===== src/rtl/instr_fetch.sv =====
// Instruction fetch unit: sequences the PC, reads a 1-cycle-latency ROM and
// hands each instruction to the decoder under a valid/ready handshake.
// Also accepts branch redirects and halt requests, and counts retired words.
module instr_fetch #(
  parameter int unsigned PC_W    = 10,
  parameter int unsigned INSTR_W = 9,
  parameter int unsigned CNT_W   = 16
) (
  input  logic               clk,
  input  logic               rst_n,
  input  logic               start,
  output logic [PC_W-1:0]    imem_addr,
  input  logic [INSTR_W-1:0] imem_rdata,
  output logic [INSTR_W-1:0] instr,
  output logic               instr_valid,
  input  logic               instr_ready,
  input  logic               branch_taken,
  input  logic [PC_W-1:0]    branch_target,
  input  logic               halt_req,
  output logic               done,
  output logic [PC_W-1:0]    pc,
  output logic [CNT_W-1:0]   instr_count
);

  typedef enum logic [1:0] {StIdle, StReq, StHold, StDone} state_e;

  state_e             state_q, state_d;
  logic [PC_W-1:0]    pc_q, pc_d;
  logic [INSTR_W-1:0] instr_q, instr_d;
  logic               valid_q, valid_d;
  logic               done_q, done_d;
  logic [CNT_W-1:0]   cnt_q, cnt_d;
  logic               xfer;

  // valid_q is only ever set in HOLD, so this is the handshake edge.
  assign xfer = valid_q & instr_ready;

  // Next-state logic for the fetch sequencer and its datapath registers.
  always_comb begin
    state_d = state_q;
    pc_d    = pc_q;
    instr_d = instr_q;
    valid_d = valid_q;
    done_d  = done_q;
    cnt_d   = cnt_q;
    unique case (state_q)
      StIdle: begin
        if (start) begin
          state_d = StReq;
          pc_d    = '0;
          cnt_d   = '0;
        end
      end
      StReq: begin
        // ROM data for pc is available at this edge.
        instr_d = imem_rdata;
        valid_d = 1'b1;
        state_d = StHold;
      end
      StHold: begin
        if (xfer) begin
          cnt_d   = (cnt_q == '1) ? cnt_q : cnt_q + 1'b1;
          valid_d = 1'b0;
          // Halt takes priority over a simultaneous branch.
          if (halt_req) begin
            done_d  = 1'b1;
            state_d = StDone;
          end else if (branch_taken) begin
            pc_d    = branch_target;
            state_d = StReq;
          end else begin
            pc_d    = pc_q + 1'b1;
            state_d = StReq;
          end
        end
      end
      StDone: begin
        if (start) begin
          state_d = StReq;
          pc_d    = '0;
          done_d  = 1'b0;
          cnt_d   = '0;
        end
      end
      default: state_d = StIdle;
    endcase
  end

  // State and datapath registers; reset discards any in-flight fetch.
  always_ff @(posedge clk or negedge rst_n) begin
    if (!rst_n) begin
      state_q <= StIdle;
      pc_q    <= '0;
      instr_q <= '0;
      valid_q <= 1'b0;
      done_q  <= 1'b0;
      cnt_q   <= '0;
    end else begin
      state_q <= state_d;
      pc_q    <= pc_d;
      instr_q <= instr_d;
      valid_q <= valid_d;
      done_q  <= done_d;
      cnt_q   <= cnt_d;
    end
  end

  assign imem_addr   = pc_q;
  assign pc          = pc_q;
  assign instr       = instr_q;
  assign instr_valid = valid_q;
  assign done        = done_q;
  assign instr_count = cnt_q;

endmodule


===== config.mk =====
export PLATFORM = sky130hd
export DESIGN_NAME = instr_fetch
export DESIGN_NICKNAME = d
export VERILOG_FILES = /design/src/rtl/instr_fetch.sv
export SDC_FILE = /design/constraint.sdc
export NUM_CORES = 1
export LEC_CHECK = 0
export CORE_ASPECT_RATIO = 1.5
export CORE_MARGIN = 2
export CORE_UTILIZATION = 30
export DETAILED_ROUTE_END_ITERATION = 10
export GPL_TIMING_DRIVEN = 0
export PLACE_DENSITY_LB_ADDON = 0.25
export SYNTH_ARGS = -nofsm -noshare
export SYNTH_HDL_FRONTEND = slang
export SYNTH_SLANG_ARGS = --single-unit

===== constraint.sdc =====
create_clock -name clk -period 5.8 [get_ports clk]
set_clock_uncertainty 0.2 [all_clocks]
set_input_delay 1.16 -clock clk [delete_from_list [all_inputs] [get_ports clk]]
set_output_delay 1.16 -clock clk [all_outputs]
set_load 0.02 [all_outputs]

# After elaboration in Yosys (flattened, before gate mapping)
# Cells that the tools add are included.
[totals]
reg_bits = 39
input_bits = 25
out_inout_bits = 47
[classes]
addsub = 2
muxes = 19
bitwise_logic = 1
n_reduce_logical = 10
n_eq_ne = 10
[ops]
columns = ["cell", "n"]
rows = [
  ["$mux 16", 3],
  ["$mux 10", 4],
  ["$pmux 16 s2", 1],
  ["$pmux 10 s2", 1],
  ["$add 16x1->16 const B", 1],
  ["$eq 16x16->1 const B", 1],
  ["$reduce_and 4->1", 3],
  ["$add 10x1->10 const B", 1],
  ["$ne 2x2->1 const B", 5],
  ["$mux 2", 3],
  ["$pmux 2 s3", 1],
  ["$reduce_bool 2->1", 3],
  ["$eq 2x2->1 const B", 2],
  ["$mux 1", 4],
  ["$pmux 1 s2", 2],
  ["$reduce_and 2->1", 2],
  ["$eq 2x1->1 const B", 1],
  ["$logic_not 2->1", 1],
  ["$ne 2x1->1 const B", 1],
  ["$reduce_or 2->1", 1],
  ["$and 1x1->1", 1],
]

# Longest topological paths before layout
[depth]
ltp_word = 5
mapped_depth = 8

# Least setup slack after synthesis
# Ideal clock, no wire load.
[synth_timing]
path_type = "input-to-reg"
from = "input port halt_req"
to = "register pc_q[5] (netlist: imem_addr[5])"
cell_stages = 4
arrival_ps = 2165
required_time_ps = 5474
setup_time_ps = 126
path_buffers = 1
path_slack_ps = 3309
cell_sequence = "nand3b_1 > a211o_1 > buf_2 > a221o_1"
[synth_between]
elab_chain_cells = 2
[synth_lines]
columns = ["item", "line", "source"]
rows = [
  ["from (decl)", "19", "input logic halt_req,"],
  ["$ne 2x2->1 (no line)", "--", ""],
  ["$reduce_and 4->1 (no line)", "--", ""],
  ["to (signal assigned)", "100", "pc_q <= pc_d;"],
  ["to (decl)", "28", "logic [PC_W-1:0] pc_q, pc_d;"],
]
# No other way between the ends.
# A chain may end at the register's enable or synchronous reset.

# Worst setup path in the final report
[layout_timing]
from = "input port instr_ready"
to = "register pc_q[5] (netlist: imem_addr[5])"
[layout_between]
elab_chain_cells = 3
[layout_lines]
columns = ["item", "line", "source"]
rows = [
  ["from (decl)", "16", "input logic instr_ready,"],
  ["$and 1x1->1", "36", "assign xfer = valid_q & instr_ready;"],
  ["$ne 2x2->1 (no line)", "--", ""],
  ["$reduce_and 4->1 (no line)", "--", ""],
]
# No other way between the ends.

==> impl_metrics.tcl <==
set metrics [dict create \
    start_kind "input pin" \
    drv_slew 0 \
    tightestPinTransition_ns 0.5327 \
    pin_count 72 \
    cts_tree "yes" \
    cts.root.buffer_cell "clkbuf_16" \
    rsz0062_at_grt "false" \
    cts_setup_buffers 0 \
    layout-drive-gt1-share 0.1509 \
    status "complete, no violations" \
    antenna_found_initial 0 \
    cp.required_ns 5.76 \
    p_per_area_nw_per_um2 477.3 \
    synth.distinct_cells 56 \
    setup_tns_ns 0 \
    fin_crit_sh 0.4922 \
    synth_simple_gate_area_frac 0.2363 \
    drcViolationCount 0 \
    p_int_w 0.0009317 \
    start_util 0.3082 \
    hold_class "flop to flop" \
    final_common_cell "clkdlybuf4s50_1" \
    clkTransAtPathRegs_ns 0.06 \
    grt_pass1_wl_um 10950 \
    dieArea_um2 8558 \
    maxCapViolations 0 \
    holdWs_ns 0.3090 \
    grt_max_degree 21 \
    r2r-start "state_q[0]" \
    final_cell_mix "clkdlybuf4s50_1, dfrtp_1, nor2_1" \
    crit_start "instr_ready" \
    core-area_um2 7612 \
    dp_slack_ns 2.636 \
    area_growth_syn_to_layout_pct 42.40 \
    ys_async_sr_fraction 1.000 \
    timing.slew.headroom 0.6449 \
    fmax_mhz 350.3 \
    syn_area_um2 2346 \
    hpwl_um 4800 \
    synth_xor_area_frac 0 \
    synth_edf_count 0 \
    arrival_ns 2.82 \
    cts_max_level 2 \
    ant_nets 0 \
    synth_top_cell_by_area "dfrtp_1" \
    synth-seq-area-share 0.4160 \
    viasPerCell 5.221 \
    clock_power_share 0.172 \
    cts_buffers 5 \
    synthAdderAreaFrac 0.03200 \
    synth.top_cell.area_share 0.4160 \
    diodes 0 \
    first_iter_violations 67 \
    combPwrFrac 0.563 \
    gp_congestion 0.9022 \
    syn-num-nets 271 \
    die_w_um 76.21 \
    end_kind "flop" \
    max-vdd-ir-drop_mv 0.1933 \
    synth_compound_area_frac 0.1915 \
    synthMuxAreaShare 0.06133 \
    clock_path_buffers 2 \
    clock-sinks 39 \
    wl_per_cell_um 15.40 \
    worstSetupPathType "input pin to flop" \
    nNetsFinal 349 \
    cts_resized 0 \
    setup_viol 0 \
    port_buffers 70 \
    cts_hold_buf 0 \
    ys_top_cells_by_area "dfrtp_1, mux2_2, buf_4" \
    grt_pass1_vias 2208 \
    leakage_nw 1.337 \
    overflow 0 \
    min_period_ns 2.855 \
    seqPwrFrac 0.265 \
    hp-start "instr[0]" \
    fp.dieH_um 112.3 \
    ys_ff_latch 39 \
    yosysWarnings 0 \
    hold_violations 0 \
    drt-total-wl_um 6469 \
    synth_flop_cell "dfrtp_1" \
    via_count 2193 \
    rows 39 \
    worstPathMaxFanout 10 \
    setup_slack_ns 2.945 \
    power_switching_w 0.0006628 \
    clock_insertion_delay_worst_skew_ns 0.28 \
    synthCells 240 \
    synth_top_family_by_area "simple AND/OR/NAND/NOR gates" \
    drtPass1Iterations 4 \
    grt_use_total 0.1553 \
    switching_share 0.4157 \
    postSynthAreaPerCell_um2 9.775 \
]
==> flip-flops by register name, indices dropped and copies added, names as in the netlist <==
name and count:
done 1, imem_addr 10, instr 9, instr_count 16, instr_valid 1, state_q 2
==> final cells by class <==
type                       count  area [um^2]
inverter                       5        18.77
clock buffer                   6        138.9
clock inverter                 1        5.005
multi-input combinational    175         1222
timing repair buffer          71        723.2
tap                          102        127.6
fill                         791         4272
buffer                        21        128.9
sequential                    39        975.9
==> cells by family after synthesis <==
group | Yosys count
AO/OA/AOI/OAI | 57
flip-flops | 39
multiplexers | 13
buffers and inverters | 26
adder cells (fa/ha/maj) | 6
AND/OR/NAND/NOR | 99
==> critical path, cell delays in order <==
cell and delay [ns]:
clkdlybuf4s50_1 0.57, nand3b_1 0.18, a211o_1 0.36, buf_2 0.19
a221o_1 0.35
==> power by group through the flow <==
stage	clock network (W)	registers, W	logic (W)
6_report	0.000274	0.000423	0.000898
3_5_place_dp	0	0.000429	0.000909
5_1_grt	0.000293	0.000435	0.000975
4_1_cts	0.000283	0.000425	0.000913
2_1_floorplan	0	0.000498	0.000500
3_3_place_gp	0	0.000424	0.000890
==> Yosys cell counts, types with 3 or more instances <==
| cell | count |
|---|---|
| dfrtp_1 | 39 |
| nor2_1 | 19 |
| nand2_1 | 17 |
| buf_4 | 12 |
| mux2_2 | 11 |
| nor3_1 | 11 |
| o21ai_0 | 11 |
| nand3_1 | 10 |
| a21oi_1 | 6 |
| ha_1 | 6 |
| nor2b_1 | 6 |
| o221ai_1 | 6 |
| o2bb2ai_1 | 6 |
| clkbuf_1 | 5 |
| inv_1 | 5 |
| nand4_1 | 5 |
| nor3b_1 | 5 |
| nor4_1 | 4 |
| a211o_1 | 3 |
| a221o_1 | 3 |
| a22o_1 | 3 |
| a22oi_1 | 3 |
| buf_2 | 3 |
==> worst paths after layout <==
kind | slack (ns) | endpoint | depth (start not counted)
worst max-delay path | 2.95 | imem_addr[5] | 5
worst min-delay path | 0.31 | instr[0] | 1
worst max register to register | 3.42 | imem_addr[5] | 8
worst min register to register | 0.31 | instr[0] | 1
max in group asynchronous | 4.27 | instr_count[3] | 2
min in group asynchronous | 0.65 | instr[8] | 1
==> metrics by stage <==
step           area, um^2    util  instances  total power [W]
3_5_place_dp         3197  0.4200        413         0.001338
6_report             3341  0.4389        420         0.001595
3_3_place_gp         3174  0.4170        412         0.001315
5_1_grt              3341  0.4389        420         0.001703
4_1_cts              3341  0.4389        420         0.001620
2_1_floorplan        2346       -        240        0.0009986
==> layer usage <==
layer | global-route usage | share of wire | vias up
met5 | 0 | 0 | -
met4 | 0.06788 | 0.019 | 0
met3 | 0.02733 | 0.036 | 10
met2 | 0.2779 | 0.53 | 71
met1 | 0.1810 | 0.41 | 1064
li1 | - | - | 1048
Power figures use the tool's default switching activity.
